--- src/rtl/avalon_write_master_if.sv ---
// Avalon-MM write bus between the write-master engine and an SDRAM slave.
//   master_address     byte address of the current write
//   master_write       write request
//   master_byteenable  byte lanes (always all ones from this master)
//   master_writedata   write data
//   master_waitrequest slave stall; request fields are held while high
interface avalon_write_master_if #(
  parameter int unsigned ADDRESSWIDTH    = 28,
  parameter int unsigned DATAWIDTH       = 32,
  parameter int unsigned BYTEENABLEWIDTH = 4
);
  logic [ADDRESSWIDTH-1:0]    master_address;
  logic                       master_write;
  logic [BYTEENABLEWIDTH-1:0] master_byteenable;
  logic [DATAWIDTH-1:0]       master_writedata;
  logic                       master_waitrequest;

  modport master (
    output master_address,
    output master_write,
    output master_byteenable,
    output master_writedata,
    input  master_waitrequest
  );

  modport slave (
    input  master_address,
    input  master_write,
    input  master_byteenable,
    input  master_writedata,
    output master_waitrequest
  );
endinterface

--- src/rtl/avalon_write_master.sv ---
// Write-master engine: buffers user words in a small FIFO and drains them
// as single-beat Avalon-MM writes starting at a programmed base address.
// Ports:
//   clk, reset              rising-edge clock, asynchronous active-low reset
//   control_fixed_location  keep the address constant for the whole transfer
//   control_write_base      start byte address
//   control_write_length    transfer length in bytes (word multiple)
//   control_go              one-cycle start pulse, honoured only while idle
//   control_done            high while idle
//   user_write_buffer       push user_buffer_data into the FIFO
//   user_buffer_data        word to push
//   user_buffer_full        FIFO holds FIFODEPTH words; pushes are dropped
//   avm                     Avalon-MM write master bus
module avalon_write_master #(
  parameter int unsigned ADDRESSWIDTH    = 28,
  parameter int unsigned DATAWIDTH       = 32,
  parameter int unsigned BYTEENABLEWIDTH = 4,
  parameter int unsigned FIFODEPTH       = 8,
  parameter int unsigned FIFODEPTH_LOG2  = 3
) (
  input  logic                    clk,
  input  logic                    reset,
  input  logic                    control_fixed_location,
  input  logic [ADDRESSWIDTH-1:0] control_write_base,
  input  logic [ADDRESSWIDTH-1:0] control_write_length,
  input  logic                    control_go,
  output logic                    control_done,
  input  logic                    user_write_buffer,
  input  logic [DATAWIDTH-1:0]    user_buffer_data,
  output logic                    user_buffer_full,
  avalon_write_master_if.master   avm
);

  localparam int unsigned BE_LOG2 = (BYTEENABLEWIDTH > 1) ? $clog2(BYTEENABLEWIDTH) : 0;
  localparam int unsigned CNT_W   = FIFODEPTH_LOG2 + 1;

  typedef enum logic [1:0] {
    S_IDLE  = 2'd0,
    S_WRITE = 2'd1,
    S_ZERO  = 2'd2
  } state_t;

  state_t                  state_q, state_d;
  logic [ADDRESSWIDTH-1:0] addr_q, addr_d;
  logic [ADDRESSWIDTH-1:0] remaining_q, remaining_d;
  logic                    fixed_q, fixed_d;

  logic [DATAWIDTH-1:0]      mem_q [FIFODEPTH];
  logic [DATAWIDTH-1:0]      mem_d [FIFODEPTH];
  logic [FIFODEPTH_LOG2-1:0] wr_ptr_q, wr_ptr_d;
  logic [FIFODEPTH_LOG2-1:0] rd_ptr_q, rd_ptr_d;
  logic [CNT_W-1:0]          count_q, count_d;

  logic                    fifo_empty;
  logic                    push;
  logic                    pop;
  logic                    write_en;
  logic [ADDRESSWIDTH-1:0] len_words;

  // Low length bits below one word are discarded by the shift.
  assign len_words = control_write_length >> BE_LOG2;

  assign fifo_empty       = (count_q == '0);
  assign user_buffer_full = (count_q == CNT_W'(FIFODEPTH));
  assign push             = user_write_buffer && !user_buffer_full;
  assign pop              = write_en && !avm.master_waitrequest;

  // ---------------------------------------------------------------- FIFO
  always_comb begin
    mem_d    = mem_q;
    wr_ptr_d = wr_ptr_q;
    rd_ptr_d = rd_ptr_q;
    count_d  = count_q;
    if (push) begin
      mem_d[wr_ptr_q] = user_buffer_data;
      wr_ptr_d        = wr_ptr_q + FIFODEPTH_LOG2'(1);
    end
    if (pop) begin
      rd_ptr_d = rd_ptr_q + FIFODEPTH_LOG2'(1);
    end
    case ({push, pop})
      2'b10:   count_d = count_q + CNT_W'(1);
      2'b01:   count_d = count_q - CNT_W'(1);
      default: count_d = count_q;
    endcase
  end

  // Storage carries no reset: its contents are only observable through the
  // head while the count says the entry is valid, and writedata is gated.
  always_ff @(posedge clk) begin
    mem_q <= mem_d;
  end

  always_ff @(posedge clk or negedge reset) begin
    if (!reset) begin
      wr_ptr_q <= '0;
      rd_ptr_q <= '0;
      count_q  <= '0;
    end else begin
      wr_ptr_q <= wr_ptr_d;
      rd_ptr_q <= rd_ptr_d;
      count_q  <= count_d;
    end
  end

  // ------------------------------------------------------ control FSM
  always_ff @(posedge clk or negedge reset) begin
    if (!reset) begin
      state_q     <= S_IDLE;
      addr_q      <= '0;
      remaining_q <= '0;
      fixed_q     <= 1'b0;
    end else begin
      state_q     <= state_d;
      addr_q      <= addr_d;
      remaining_q <= remaining_d;
      fixed_q     <= fixed_d;
    end
  end

  always_comb begin
    state_d      = state_q;
    addr_d       = addr_q;
    remaining_d  = remaining_q;
    fixed_d      = fixed_q;
    control_done = 1'b0;
    write_en     = 1'b0;
    case (state_q)
      S_IDLE: begin
        control_done = 1'b1;
        if (control_go) begin
          addr_d      = control_write_base;
          remaining_d = len_words;
          fixed_d     = control_fixed_location;
          state_d     = (len_words == '0) ? S_ZERO : S_WRITE;
        end
      end
      S_ZERO: begin
        state_d = S_IDLE;
      end
      S_WRITE: begin
        // Request whenever a word is queued; with an empty FIFO the engine
        // simply waits here for more data.
        write_en = !fifo_empty;
        if (write_en && !avm.master_waitrequest) begin
          remaining_d = remaining_q - ADDRESSWIDTH'(1);
          if (!fixed_q) begin
            addr_d = addr_q + ADDRESSWIDTH'(BYTEENABLEWIDTH);
          end
          if (remaining_q == ADDRESSWIDTH'(1)) begin
            state_d = S_IDLE;
          end
        end
      end
      default: begin
        state_d = S_IDLE;
      end
    endcase
  end

  // Address and head data only change on an accepted beat, so both stay
  // stable while the slave stalls.
  assign avm.master_write      = write_en;
  assign avm.master_address    = addr_q;
  assign avm.master_byteenable = '1;
  assign avm.master_writedata  = write_en ? mem_q[rd_ptr_q] : '0;

endmodule

--- src/flat_wrapper.sv ---
// flat-port wrapper written by rule: the top's interface ports become plain ports
module avalon_write_master_flat 
#(
  parameter int unsigned ADDRESSWIDTH    = 28,
  parameter int unsigned DATAWIDTH       = 32,
  parameter int unsigned BYTEENABLEWIDTH = 4,
  parameter int unsigned FIFODEPTH       = 8,
  parameter int unsigned FIFODEPTH_LOG2  = 3
)
  (clk, reset, control_fixed_location, control_write_base, control_write_length, control_go, control_done, user_write_buffer, user_buffer_data, user_buffer_full, avm_master_address, avm_master_write, avm_master_byteenable, avm_master_writedata, avm_master_waitrequest);
  avalon_write_master_if #(.ADDRESSWIDTH(ADDRESSWIDTH), .DATAWIDTH(DATAWIDTH), .BYTEENABLEWIDTH(BYTEENABLEWIDTH)) avm_i ();
  input  logic clk;
  input  logic reset;
  input  logic control_fixed_location;
  input  logic [ADDRESSWIDTH-1:0] control_write_base;
  input  logic [ADDRESSWIDTH-1:0] control_write_length;
  input  logic control_go;
  output logic control_done;
  input  logic user_write_buffer;
  input  logic [DATAWIDTH-1:0] user_buffer_data;
  output logic user_buffer_full;
  output wire logic [$bits(avm_i.master_address)-1:0] avm_master_address;
  output wire logic [$bits(avm_i.master_write)-1:0] avm_master_write;
  output wire logic [$bits(avm_i.master_byteenable)-1:0] avm_master_byteenable;
  output wire logic [$bits(avm_i.master_writedata)-1:0] avm_master_writedata;
  input wire logic [$bits(avm_i.master_waitrequest)-1:0] avm_master_waitrequest;
  assign avm_master_address = avm_i.master_address;
  assign avm_master_write = avm_i.master_write;
  assign avm_master_byteenable = avm_i.master_byteenable;
  assign avm_master_writedata = avm_i.master_writedata;
  assign avm_i.master_waitrequest = avm_master_waitrequest;
  avalon_write_master #(.ADDRESSWIDTH(ADDRESSWIDTH), .DATAWIDTH(DATAWIDTH), .BYTEENABLEWIDTH(BYTEENABLEWIDTH), .FIFODEPTH(FIFODEPTH), .FIFODEPTH_LOG2(FIFODEPTH_LOG2)) u_core (.clk(clk), .reset(reset), .control_fixed_location(control_fixed_location), .control_write_base(control_write_base), .control_write_length(control_write_length), .control_go(control_go), .control_done(control_done), .user_write_buffer(user_write_buffer), .user_buffer_data(user_buffer_data), .user_buffer_full(user_buffer_full), .avm(avm_i));
endmodule
--- config.mk ---
export PLATFORM = sky130hd
export DESIGN_NAME = avalon_write_master_flat
export DESIGN_NICKNAME = d
export VERILOG_FILES = /design/src/rtl/avalon_write_master_if.sv /design/src/rtl/avalon_write_master.sv /design/src/flat_wrapper.sv
export SDC_FILE = /design/constraint.sdc
export NUM_CORES = 1
export LEC_CHECK = 0
export ABC_AREA = 1
export CAP_MARGIN = 15
export CORE_UTILIZATION = 57
export DETAILED_ROUTE_END_ITERATION = 7
export MAX_ROUTING_LAYER = met4
export PLACE_DENSITY = 0.84
export RECOVER_POWER = 25
export SLEW_MARGIN = 20
export SYNTH_ARGS = -nofsm -noshare
export SYNTH_HDL_FRONTEND = slang
export SYNTH_SLANG_ARGS = --single-unit
--- constraint.sdc ---
create_clock -name clk -period 3.2 [get_ports clk]
set_clock_uncertainty 0.05 [all_clocks]
set_input_delay 0.48 -clock clk [delete_from_list [all_inputs] [get_ports clk]]
set_output_delay 0.48 -clock clk [all_outputs]
set_load 0.05 [all_outputs]
### After elaboration in Yosys (flattened, before gate mapping)

Cells that the tools add are included.

* register bits after elaboration: 325
* word-level logic and storage cells: 73
* output and inout bits: 67

* bitwise logic cells: 2
* $add $sub $neg: 6
* reduce and logical (&&, ||, !) cells: 16
* mux-type cells: 22
* magnitude comparators: 3
* equality and inequality tests: 9

Operators by type and width (number)
* $bwmux W256: 1
* $mux W28: 5
* $mux W32: 4
* $pmux W28 S2: 2
* $bmux W32 S3: 1
* $demux W32 S3: 1
* $add A28 B3 Y28 const B: 1
* $eq A28 B1 Y1 const B: 1
* $logic_not A28 Y1: 1
* $sub A28 B1 Y28 const B: 1
* $ge A4 B4 Y1 const B: 2
* $mux W2: 4
* $not A3 Y4: 2
* $pmux W4 S2: 1
* $add A3 B1 Y3 const B: 2
* $reduce_and A3 Y1: 2
* $add A4 B1 Y4 const B: 1
* $eq A2 B1 Y1 const B: 2
* $eq A4 B4 Y1 const B: 1
* $logic_and A1 B1 Y1: 4
* $logic_not A4 Y1: 1
* $lt A4 B1 Y1 const B: 1
* $ne A2 B1 Y1 const B: 2
* $ne A2 B2 Y1 const B: 2
* other kinds (9): 13

### Logic depth before layout (Yosys ltp)

Gate-level depths: netlist of the first run.

* word-level depth: 6
* mapped depth: 13
* mapped depth without buffers: 13

### Worst setup path before layout of the first run

No wires, ideal clock.

* kind: register to register
* start: register u_core.count_q[0]
* end: register u_core.mem_q[100] (netlist name) (enable)
* arrival time: 2.384 ns
* cell stages (with the launch flop): 6
* setup slack: 0.345 ns
* setup time: 0.421 ns
* path buffers: 0
* cells stage by stage: dfrtp_1 -> nor2_4 -> nand3_1 -> nand2_1 -> or2_2 -> nor2_1

* word-level cells in the longest chain between the ends: 3

Ends and longest elaborated chain
* start, declared: line avalon_write_master.sv:52 `logic [CNT_W-1:0] count_q, count_d;`
* start signal, assigned: line avalon_write_master.sv:102 `count_q <= count_d;`
* $eq A4 B4 Y1: line avalon_write_master.sv:64 `assign user_buffer_full = (count_q == CNT_W'(FIFODEPTH));`
* $logic_not A1 Y1: line avalon_write_master.sv:65 `assign push = user_write_buffer && !user_buffer_full;`
* $logic_and A1 B1 Y1: line avalon_write_master.sv:65
* end signal, assigned: line avalon_write_master.sv:91 `mem_q <= mem_d;`
* end, declared: line avalon_write_master.sv:48 `logic [DATAWIDTH-1:0] mem_q [FIFODEPTH];`

No other way between the ends.
A chain may end at the register's enable or synchronous reset.

### Worst setup path after layout of the first run

* start: register u_core.state_q[1]
* end: output port avm_master_writedata[24]

* word-level cells in the longest chain between the ends: 3

Ends and longest elaborated chain
* start, declared: line avalon_write_master.sv:43 `state_t state_q, state_d;`
* start signal, assigned: line avalon_write_master.sv:114 `state_q <= state_d;`
* $eq A2 B1 Y1: line avalon_write_master.sv:128 `case (state_q)`
* $mux W1: line avalon_write_master.sv:128
* $mux W32: line avalon_write_master.sv:166 `assign avm.master_writedata = write_en ? mem_q[rd_ptr_q] : '0;`
* end, declared: line flat_wrapper.sv:25 `output wire logic [$bits(avm_i.master_writedata)-1:0] avm_master_writedata;`

No other way between the ends.

==> metrics.yaml, run 1 <==
total_power_mw: 19.25
ir_drop_v: 0.0009869
htree_levels: 2
synth.area.top_cells: "edfxtp_1 (51%), dfrtp_1 (12%), nor2_1 (10%)"
worstSkewPairLatency_ps: 520
drt_iter0_drc: 1111
cts_buffers: 34
fmax_ghz: 0.3270
cp-startpoint: "u_core.state_q[1]"
required_ps: 2670
rsz0062_at_grt: "false"
leakage_nw: 6.987
cts_tree: "done"
netlist_area_mm2: 0.01501
place_ws_ps: 613.6
drv_slew: 0
core_area_mm2: 0.02591
r2r_slack_ps: 860
min-delay-start: "u_core.avm.master_address[0]"
p_per_area_mw_per_mm2: 1044
first_pass_iters: 5
critPathKind: "reg -> out"
crit_chain: "nor2_4, inv_2, a31oi_4, buf_4, o21ai_0, nor2_1, buf_12"
dieWidth_um: 164.3
end_kind: "output port"
vias_per_cell: 5.755
wl_um: 36590
clkSinkCount: 325
fin_nets: 1792
crit_fanout: 33
area_growth_pct: 22.81
reg2reg_depth: 13
die_h_um: 164.3
antenna_found_initial: 3
overflow: 0
wl_per_cell_um: 17.81
crit_cells: 7
start_util_pct: 57.93
fin_crit_ps: 3058
critPathLaunchType: "flop"
gp_congestion: 0.9277
p_int_mw: 11.09
ys_seq_elements: 325
clockBufferDepth: 3
drcViolationCount: 0
first_global_vias: 11470
pwr-share-seq_pct: 31.9
critPathArrivalTime_ps: 2530
synth.distinct_cells: 41
synth_top_cell_by_area: "edfxtp_1"
grt_max_degree: 99
setup_violations: 0
slowest_stage: "buf_4"
relSlewSlack_pct: 43.28
ios: 161
max_stage_delay_ps: 430
power.switching_mw: 8.157
hp-class: "reg -> reg"
root_buffer: "clkbuf_16"
switching_share_pct: 42.38
vias: 11820
setup_tns_ps: 0
reg2reg_from: "u_core.count_q[0]"
finalWorstSetupSlack_ps: 141.6
combPwrFrac_pct: 47.9
finalHoldViolations: 0
clkPwrFrac_pct: 20.2
highest_layer: "met4"
row_count: 59
wl_met1_um: 14840
cap_violations: 0
grt_pass1_wl_um: 57410
crit_family: "buffers and inverters"
worstMarginPinSlew_ps: 850.8
die-area_mm2: 0.02699
synth_warnings: 0
critPathBufInv: 3
status: "finished, final reports clean"
synth_top_area_share_pct: 51.21
synth_cells: 1549
wl_met2_um: 18100
wl_met3_um: 2476
syn_area_per_cell_um2: 9.691
path_clk_slew_ps: 60
min_period_over_period_pct: 95.58
post_cts_buffers: 0
portBuffers: 154
drive_above_1_share_pct: 8.455
place_hpwl_um: 21460
seq_area_frac_synth_pct: 62.72
hold_depth: 2
antenna_left: 0
track_usage_pct: 28.39
==> placed cells by master (no fill, tap or decap), types with 6 or more instances in the layout <==
| cell | count |
|---|---|
| nor2_1 | 395 |
| or2_2 | 6 |
| nand3_1 | 60 |
| buf_4 | 13 |
| nor2_4 | 11 |
| dfrtp_1 | 67 |
| nand2_1 | 246 |
| a21oi_1 | 26 |
| clkbuf_1 | 7 |
| edfxtp_1 | 256 |
| dlygate4sd3_1 | 25 |
| inv_1 | 79 |
| clkinv_2 | 7 |
| xor2_1 | 8 |
| clkbuf_16 | 35 |
| nand3b_1 | 7 |
| clkdlybuf4s50_1 | 96 |
| o21ai_0 | 190 |
| buf_12 | 44 |
| nand4_1 | 14 |
| o21ai_1 | 20 |
| ha_1 | 8 |
| o32ai_1 | 32 |
==> what timing repair did <==
| item | 4_1_cts | 5_1_grt |
|---|---|---|
| hold buffers | 1 | 0 |
| endpoints found under the hold margin | 23 | 0 |
| setup endpoints to repair | 0 | 0 |
| resized for setup | 0 | 0 |
==> state kept, by name, summed over array words and instances, names as in the netlist <==
signal                     cells
u_core.mem_q                 256
u_core.avm.master_address     28
u_core.remaining_q            28
u_core.count_q                 4
u_core.rd_ptr_q                3
u_core.wr_ptr_q                3
u_core.state_q                 2
u_core.fixed_q                 1
==> cell usage after synthesis <==
cell and count:
a21boi_1 1, a21boi_4 1, a21oi_1 26, a31oi_1 5, a31oi_4 1, buf_1 3
buf_2 30, buf_4 9, buf_6 3, clkbuf_1 32, conb_1 1, dfrtp_1 69
edfxtp_1 256, ha_1 8, inv_1 80, inv_2 3, nand2_1 246, nand2_2 1
nand2_4 2, nand3_1 60, nand3_2 1, nand3_4 1, nand3b_1 7, nand4_1 14
nor2_1 403, nor2_2 4, nor2_4 3, nor3_1 5, nor4_1 2, o211ai_1 3
o21a_1 1, o21ai_0 190, o21ai_1 20, o21bai_1 3, o22ai_1 5, o31ai_1 1
o31ai_2 1, o32ai_1 32, or2_2 6, xnor2_1 2, xor2_1 8
==> routing by layer <==
metal / global-route usage (%) / vias to the layer above
met3: 3.965 / 93
met1: 36.20 / 5662
met5: - / -
met4: 11.57 / 0
met2: 45.91 / 488
li1: - / 5577
==> logic make-up (layout without fill, tap and decap cells) <==
family          count (synthesis)  after routing  share of synthesized area, %
simple gates                  755            755                         20.43
flops                         325            325                         62.72
fa+ha+maj                       8              8                        0.6669
other cells                     1              8                       0.02498
compound gates                290            290                         10.95
buf+inv                       160            323                         4.626
xor+xnor                       10             10                        0.5835
==> worst min-delay path, delay by kind of cell, from the launching register on <==
family / cells / cell delay [ps]
flops: 1 / 350
simple gates: 2 / 110
==> metrics by stage <==
step                      cell area, µm²  std cells  hold WS [ps]  util, %
after floorplan                    15020       1552         134.4        -
after global placement             17310       1988         414.3    66.81
after detailed placement           17310       1988         418.5    66.81
after CTS                          18420       2050         434.3    71.10
after global routing               18430       2053         457.2    71.13
final                              18430       2054         440.8    71.14
==> power by group through the flow <==
stage / registers [mW] / clock network [mW] / logic, mW
floorplan: 6.54 / 0 / 5.13
global placement: 6.16 / 0 / 8.95
detailed placement: 6.19 / 0 / 9.17
CTS: 6.12 / 3.92 / 9.24
global route: 6.22 / 4.09 / 9.92
finish: 6.14 / 3.88 / 9.23
==> area by class of cell <==
type / count / area [µm²]
diodes: 4 / 10.01
clock inverters: 17 / 172.7
repair buffers: 179 / 2195
fillers: 1796 / 7477
well taps: 335 / 419.2
multi-input cells: 1067 / 4974
clock buffers: 44 / 929.6
flip-flops and latches: 325 / 9422
inverters: 83 / 312.8
==> path summary, 6_finish.rpt <==
kind,end
worst max-delay path,avm_master_writedata[24]
worst min-delay path,u_core.avm.master_address[0]
worst max register to register,u_core.count_q[2]
worst min register to register,u_core.avm.master_address[0]
max in group asynchronous,u_core.remaining_q[6]
min in group asynchronous,u_core.remaining_q[8]
Power figures use the tool's default switching activity.
==> run 2: changes to the inputs <==
- GPL_TIMING_DRIVEN: not set -> 0
==> run 2 against run 1 <==
Effect of this change: sequential power decreased by 0.7%; critical path depth increased by 1; count of clock-buffer cells in the layout decreased by 8; largest power group unchanged; largest cell class unchanged; non-clock buffer count increased by 62; utilization decreased by 0.49 points; sequential share of layout area increased by 0.31 points.
==> metrics.yaml, run 2 (synthesis gave the netlist of run 1 again) <==
status: "finished, final reports clean"
layout_common_cells: "nor2_1 (395), edfxtp_1 (256), nand2_1 (246)"
drt_iter0_drc: 1740  # +57%
first_pass_iters: 6  # +1
antenna_left: 0  # unchanged
first_global_vias: 12470  # +8.7%
min_period_over_period_pct: 98.14  # +2.6 points
drcViolationCount: 0  # unchanged
track_usage_pct: 33.58  # +5.2 points
area_growth_pct: 21.96
grt_max_degree: 55  # -44%
fmax_ghz: 0.3184  # -2.6%
min-delay-start: "u_core.fixed_q"
die_h_um: 164.3  # unchanged
gp_congestion: 0.9594  # +3.4%
clockBufferDepth: 3  # unchanged
placedCellCount: 2050  # +3.1%
grt_pass1_wl_um: 66230  # +15%
required_ps: 2670  # about the same
combPwrFrac_pct: 46.3  # -1.6 points
fin_nets: 1854  # +3.5%
antenna_found_initial: 2  # -1
portBuffers: 154  # unchanged
die-area_mm2: 0.02699  # unchanged
overflow: 0  # unchanged
relSlewSlack_pct: 30.43  # -13 points
place_hpwl_um: 28240  # +32%
path_clk_slew_ps: 60  # about the same
slowest_stage: "dfrtp_1"
reg2reg_from: "u_core.count_q[0]"
cts_tree: "done"
clkSinkCount: 325  # unchanged
end_kind: "output port"
total_power_mw: 18.63  # -3.2%
fin_crit_ps: 3140  # +81.97 ps
hold_depth: 2  # unchanged
critPathLaunchType: "flop"
critPathBufInv: 4  # +1
cts_buffers: 34  # unchanged
finalHoldViolations: 0  # unchanged
htree_levels: 2  # unchanged
ios: 161  # unchanged
p_int_mw: 10.13  # -8.7%
r2r_slack_ps: 690  # -170 ps
root_buffer: "clkbuf_16"
fin_cells: 2113  # +2.9%
final_common_cell: "nor2_1"
vias: 12610  # +6.7%
crit_chain: "inv_1, buf_2, buf_2, nor2_1, o32ai_1, nor2_1, nor2_1, clkdlybuf4s15_2"
worstSkewPairLatency_ps: 520  # about the same
leakage_nw: 7.031  # +0.63%
core_area_mm2: 0.02591  # unchanged
largest_reg_flops: 256  # unchanged
crit_family: "buffers and inverters"
hold_path_end: "u_core.fixed_q"
critPathArrivalTime_ps: 2610  # +80 ps
vias_per_cell: 5.967  # +3.7%
clkPwrFrac_pct: 20.9  # +0.7 points
finalWorstSetupSlack_ps: 59.61  # -81.97 ps
path_common_cell: "nor2_1"
cap_violations: 0  # unchanged
crit_fanout: 10  # -70%
reg2reg_depth: 6  # -7
place_ws_ps: -21.77  # -635.4 ps
p_per_area_mw_per_mm2: 1018  # -2.5%
wl_per_cell_um: 20.46  # +15%
drv_slew: 0  # unchanged
top_register: "u_core.mem_q"
setup_violations: 0  # unchanged
timing.rr.end: "u_core.mem_q[114]"
critPathKind: "reg -> out"
drive_above_1_share_pct: 10.42  # +2.0 points
ir_drop_v: 0.0006317  # -36%
row_count: 59  # unchanged
worstMarginPinSlew_ps: 1044  # +192.7 ps
start_util_pct: 57.93  # unchanged
switching_share_pct: 45.64  # +3.3 points
wl_um: 43230  # +18%
pwr-share-seq_pct: 32.8  # +0.9 points
power.switching_mw: 8.505  # +4.3%
hp-class: "reg -> reg"
dieWidth_um: 164.3  # unchanged
max_stage_delay_ps: 420  # about the same
## run 2: cell types whose count changed in the layout (fill, tap and decap cells not counted), moves of 7 or more
cell,delta
buf_12,-42
buf_2,+39
clkbuf_2,+25
clkbuf_1,+11
clkdlybuf4s15_2,+8
buf_16,+7
## run 2: through the flow
| stage | setup TNS [ps] | instance area (µm²) | util [%] | hold WS, ps |
|---|---|---|---|---|
| 2_1_floorplan | 0 | 15020 | - | 134.4 |
| 3_3_place_gp | -383470 | 16980 | 65.54 | 413.4 |
| 3_5_place_dp | -21.77 | 17270 | 66.66 | 317.0 |
| 4_1_cts | 0 | 18390 | 70.98 | 325.6 |
| 5_1_grt | -4.004 | 18310 | 70.66 | 467.5 |
| 6_report | 0 | 18310 | 70.66 | 435.5 |
## run 2: worst max-delay path by stage
| stage | startpoint | to | slack [ps] | cells after the start |
|---|---|---|---|---|
| 6_report | u_core.rd_ptr_q[0] | avm_master_writedata[23] | 60 | 8 |
| 5_1_grt | u_core.state_q[0] | avm_master_writedata[30] | -4 | 8 |
| 4_1_cts | u_core.rd_ptr_q[0] | avm_master_writedata[2] | 0.8 | 8 |
| 3_5_place_dp | u_core.rd_ptr_q[1] | avm_master_writedata[29] | -20 | 7 |
| 3_3_place_gp | user_write_buffer | u_core.mem_q[242] | -1360 | 4 |
| 2_1_floorplan | u_core.count_q[0] | u_core.mem_q[100] | 340 | 5 |
## run 2: what timing repair did
item | 4_1_cts | 5_1_grt
endpoints found under the setup margin | 33 | 29
resized for setup | 95 | 54
buffers inserted | 0 | 0
endpoints found under the hold margin | 15 | 0
hold buffers | 1 | 0
## run 2: power by group through the flow
stage / clock network (mW) / logic, mW / registers (mW)
after floorplan: 0 / 5.13 / 6.54
after global placement: 0 / 8.25 / 6.15
after detailed placement: 0 / 8.67 / 6.13
after CTS: 3.90 / 8.60 / 6.06
after global routing: 4.06 / 9.22 / 6.17
final: 3.90 / 8.63 / 6.10
## run 2: final cells by class
cell class,count,area (µm²)
buffer,77,416.7
multi-input combinational,1067,4974
clock inverter,24,219.0
fill,1796,7604
tap,335,419.2
timing repair buffer,164,1669
clock buffer,36,879.6
antenna,2,5.005
sequential,325,9414
inverter,83,311.5
## run 2: worst register-to-register path, cell delays in order, from the launching register on
cell and delay [ps]:
dfrtp_1 480, nor2_4 90, nand3_1 130, nand2_1 140
or2_2 420, nor2_4 660, buf_16 240
## run 2: metal layers
metal | vias up | track usage (%) | wire length (µm)
met4 | 0 | 14.94 | 1711
li1 | 5698 | - | -
met3 | 154 | 4.722 | 4237
met5 | - | - | 0
met2 | 805 | 53.59 | 20840
met1 | 5951 | 42.90 | 16440
==> run 3: changes to the inputs <==
- CTS_CLUSTER_SIZE: not set -> 14
- REMOVE_ABC_BUFFERS: not set -> 1
==> run 3 against run 2 <==
Effect of this change: first-iteration DRC count down 27%; count of clock-buffer cells in the layout up 5; via count decreased by 7.1%; global-route usage fell by 5.7 points; utilization is 0.70 points lower; sequential cell count unchanged; sequential power increased by 2%; clock power shrank 17%; sequential share of layout area increased by 0.57 points; worst setup slack improved by 61 ps; wire length down 16%; largest power group unchanged; hold slack got worse by 67 ps.
==> metrics.yaml, run 3 (synthesis gave the netlist of run 1 again) <==
ir_drop_v: 0.0007014  # +11%
vias: 11720  # -7.1%
fin_nets: 1799  # -3.0%
row_count: 59  # unchanged
reg2reg_depth: 15  # +9
leakage_nw: 6.851  # -2.6%
required_ps: 2670  # about the same
crit_family: "buffers and inverters"
grt_pass1_wl_um: 56150  # -15%
drv_slew: 0  # unchanged
whs_ps: 368.5  # -66.99 ps
p_int_mw: 9.812  # -3.1%
drt_iter0_drc: 1268  # -27%
gp_congestion: 0.9120  # -4.9%
antenna_left: 0  # unchanged
core_area_mm2: 0.02591  # unchanged
setup_tns_ps: 0  # unchanged
r2r_slack_ps: 440  # -250 ps
fmax_ghz: 0.3247  # +2.0%
crit_cells: 10  # +2
min_period_over_period_pct: 96.23  # -1.9 points
antenna_found_initial: 1  # -1
critPathLaunchType: "flop"
root_buffer: "clkbuf_16"
critPathBufInv: 6  # +2
ios: 161  # unchanged
wl_um: 36290  # -16%
die-area_mm2: 0.02699  # unchanged
htree_levels: 1  # -1
clockBufferDepth: 3  # unchanged
cap_violations: 0  # unchanged
portBuffers: 154  # unchanged
place_hpwl_um: 21220  # -25%
start_util_pct: 57.93  # unchanged
combPwrFrac_pct: 46.5  # +0.2 points
clkSinkCount: 325  # unchanged
largest_reg_flops: 256  # unchanged
clkPwrFrac_pct: 18.4  # -2.5 points
critPathArrivalTime_ps: 2550  # -60 ps
total_power_mw: 17.67  # -5.2%
crit_fanout: 36  # +26
cts_buffers: 31  # -8.8%
critical_path.endpoint: "avm_master_writedata[19]"
fin_cells: 2058  # -2.6%
hp-class: "in -> async"
drive_above_1_share_pct: 8.324  # -2.1 points
max_stage_delay_ps: 390  # -30 ps
overflow: 0  # unchanged
slowest_stage: "dfrtp_1"
grt_max_degree: 73  # +33%
fin_crit_ps: 3080  # -60.89 ps
worstMarginPinSlew_ps: 749.9  # -293.6 ps
finalHoldViolations: 0  # unchanged
track_usage_pct: 27.83  # -5.7 points
drcViolationCount: 0  # unchanged
fin_util_pct: 69.96  # -0.70 points
pwr-share-seq_pct: 35.1  # +2.3 points
top_register: "u_core.mem_q"
cp-startpoint: "u_core.state_q[0]"
status: "finished, final reports clean"
first_global_vias: 11060  # -11%
relSlewSlack_pct: 49.93  # +20 points
area_growth_pct: 20.75
wl_per_cell_um: 17.63  # -14%
timing.rr.end: "u_core.count_q[2]"
multi_input_area_mm2: 0.004980  # +0.13%
path_clk_slew_ps: 70  # about the same
power.switching_mw: 7.858  # -7.6%
seq_area_mm2: 0.009424  # +0.11%
placedCellCount: 1982  # -3.3%
reg2reg_from: "u_core.state_q[0]"
worstSkewPairLatency_ps: 560  # +40 ps
vias_per_cell: 5.692  # -4.6%
switching_share_pct: 44.47  # -1.2 points
critPathKind: "reg -> out"
die_h_um: 164.3  # unchanged
first_pass_iters: 6  # unchanged
crit_chain: "inv_2, nor2_4, clkbuf_16, inv_12, a31oi_4, buf_12, buf_4, o21ai_0, nor2_1, buf_2"
layout_common_cells: "nor2_1 (395), edfxtp_1 (256), nand2_1 (246)"
end_kind: "output port"
setup_violations: 0  # unchanged
dieWidth_um: 164.3  # unchanged
cts_tree: "done"
n_fill_cell: 1851  # +3.1%
final_common_cell: "nor2_1"
p_per_area_mw_per_mm2: 974.8  # -4.2%
rsz0062_at_grt: "false"
==> run 3: cell count changes in the layout (fill, tap and decap cells not counted), moves of 3 or more <==
cell,previous run,this run
clkbuf_2,25,0
buf_2,40,16
buf_4,10,20
clkbuf_1,18,10
clkdlybuf4s15_2,8,0
clkinv_2,10,2
buf_12,2,9
dfrtp_1,69,65
buf_16,7,10
bufinv_16,3,0
clkbuf_16,35,32
clkinvlp_4,2,5
diode_2,2,5
==> run 3: metrics by stage <==
step / cell area, µm² / setup WS, ps
finish: 18130 / 120.5
detailed placement: 17120 / -1021
CTS: 18060 / 5.077
global route: 18120 / 27.74
floorplan: 14640 / -2199
global placement: 16600 / -5891
==> run 3: metal layers <==
layer / wire (µm) / part of all wire (%) / vias up / track usage, %
met5: 0 / 0 / - / -
met3: 3039 / 8.4 / 79 / 4.015
met4: 874 / 2.4 / 0 / 7.955
met1: 14590 / 40 / 5522 / 35.40
met2: 17790 / 49 / 531 / 46.55
li1: - / - / 5583 / -
==> run 3: how the worst min path moves through the flow <==
stage                               from                           end  slack (ps)
final                              reset         u_core.remaining_q[8]         370
after global routing               reset            u_core.rd_ptr_q[1]         400
after CTS                          reset            u_core.wr_ptr_q[2]         370
after detailed placement           reset         u_core.remaining_q[9]         410
after global placement    u_core.fixed_q                u_core.fixed_q         410
after floorplan                    reset  u_core.avm.master_address[0]         130
==> run 3: final cells by class <==
type	instances	area share (%)
diodes	5	0.06903
clock buffers	41	4.487
clock inverters	13	0.3866
inverters	83	1.933
multi-input cells	1068	27.47
flip-flops and latches	325	51.99
well taps	335	2.312
repair buffers	188	11.35
==> run 3: timing repair <==
action                     CTS  global route
pin swaps                    2             3
hold buffers                 1             0
hold endpoints to repair    30             0
gates cloned                 2             1
resized for setup          179            10
buffers inserted             9             5
setup endpoints to repair   33            33
==> run 3: power groups by stage <==
stage	combinational (mW)	clock (mW)	sequential [mW]
after floorplan	4.66	0	6.83
after global placement	7.26	0	6.64
after detailed placement	7.96	0	6.37
after CTS	8.10	3.28	6.21
after global routing	8.92	3.43	6.29
final	8.22	3.25	6.20
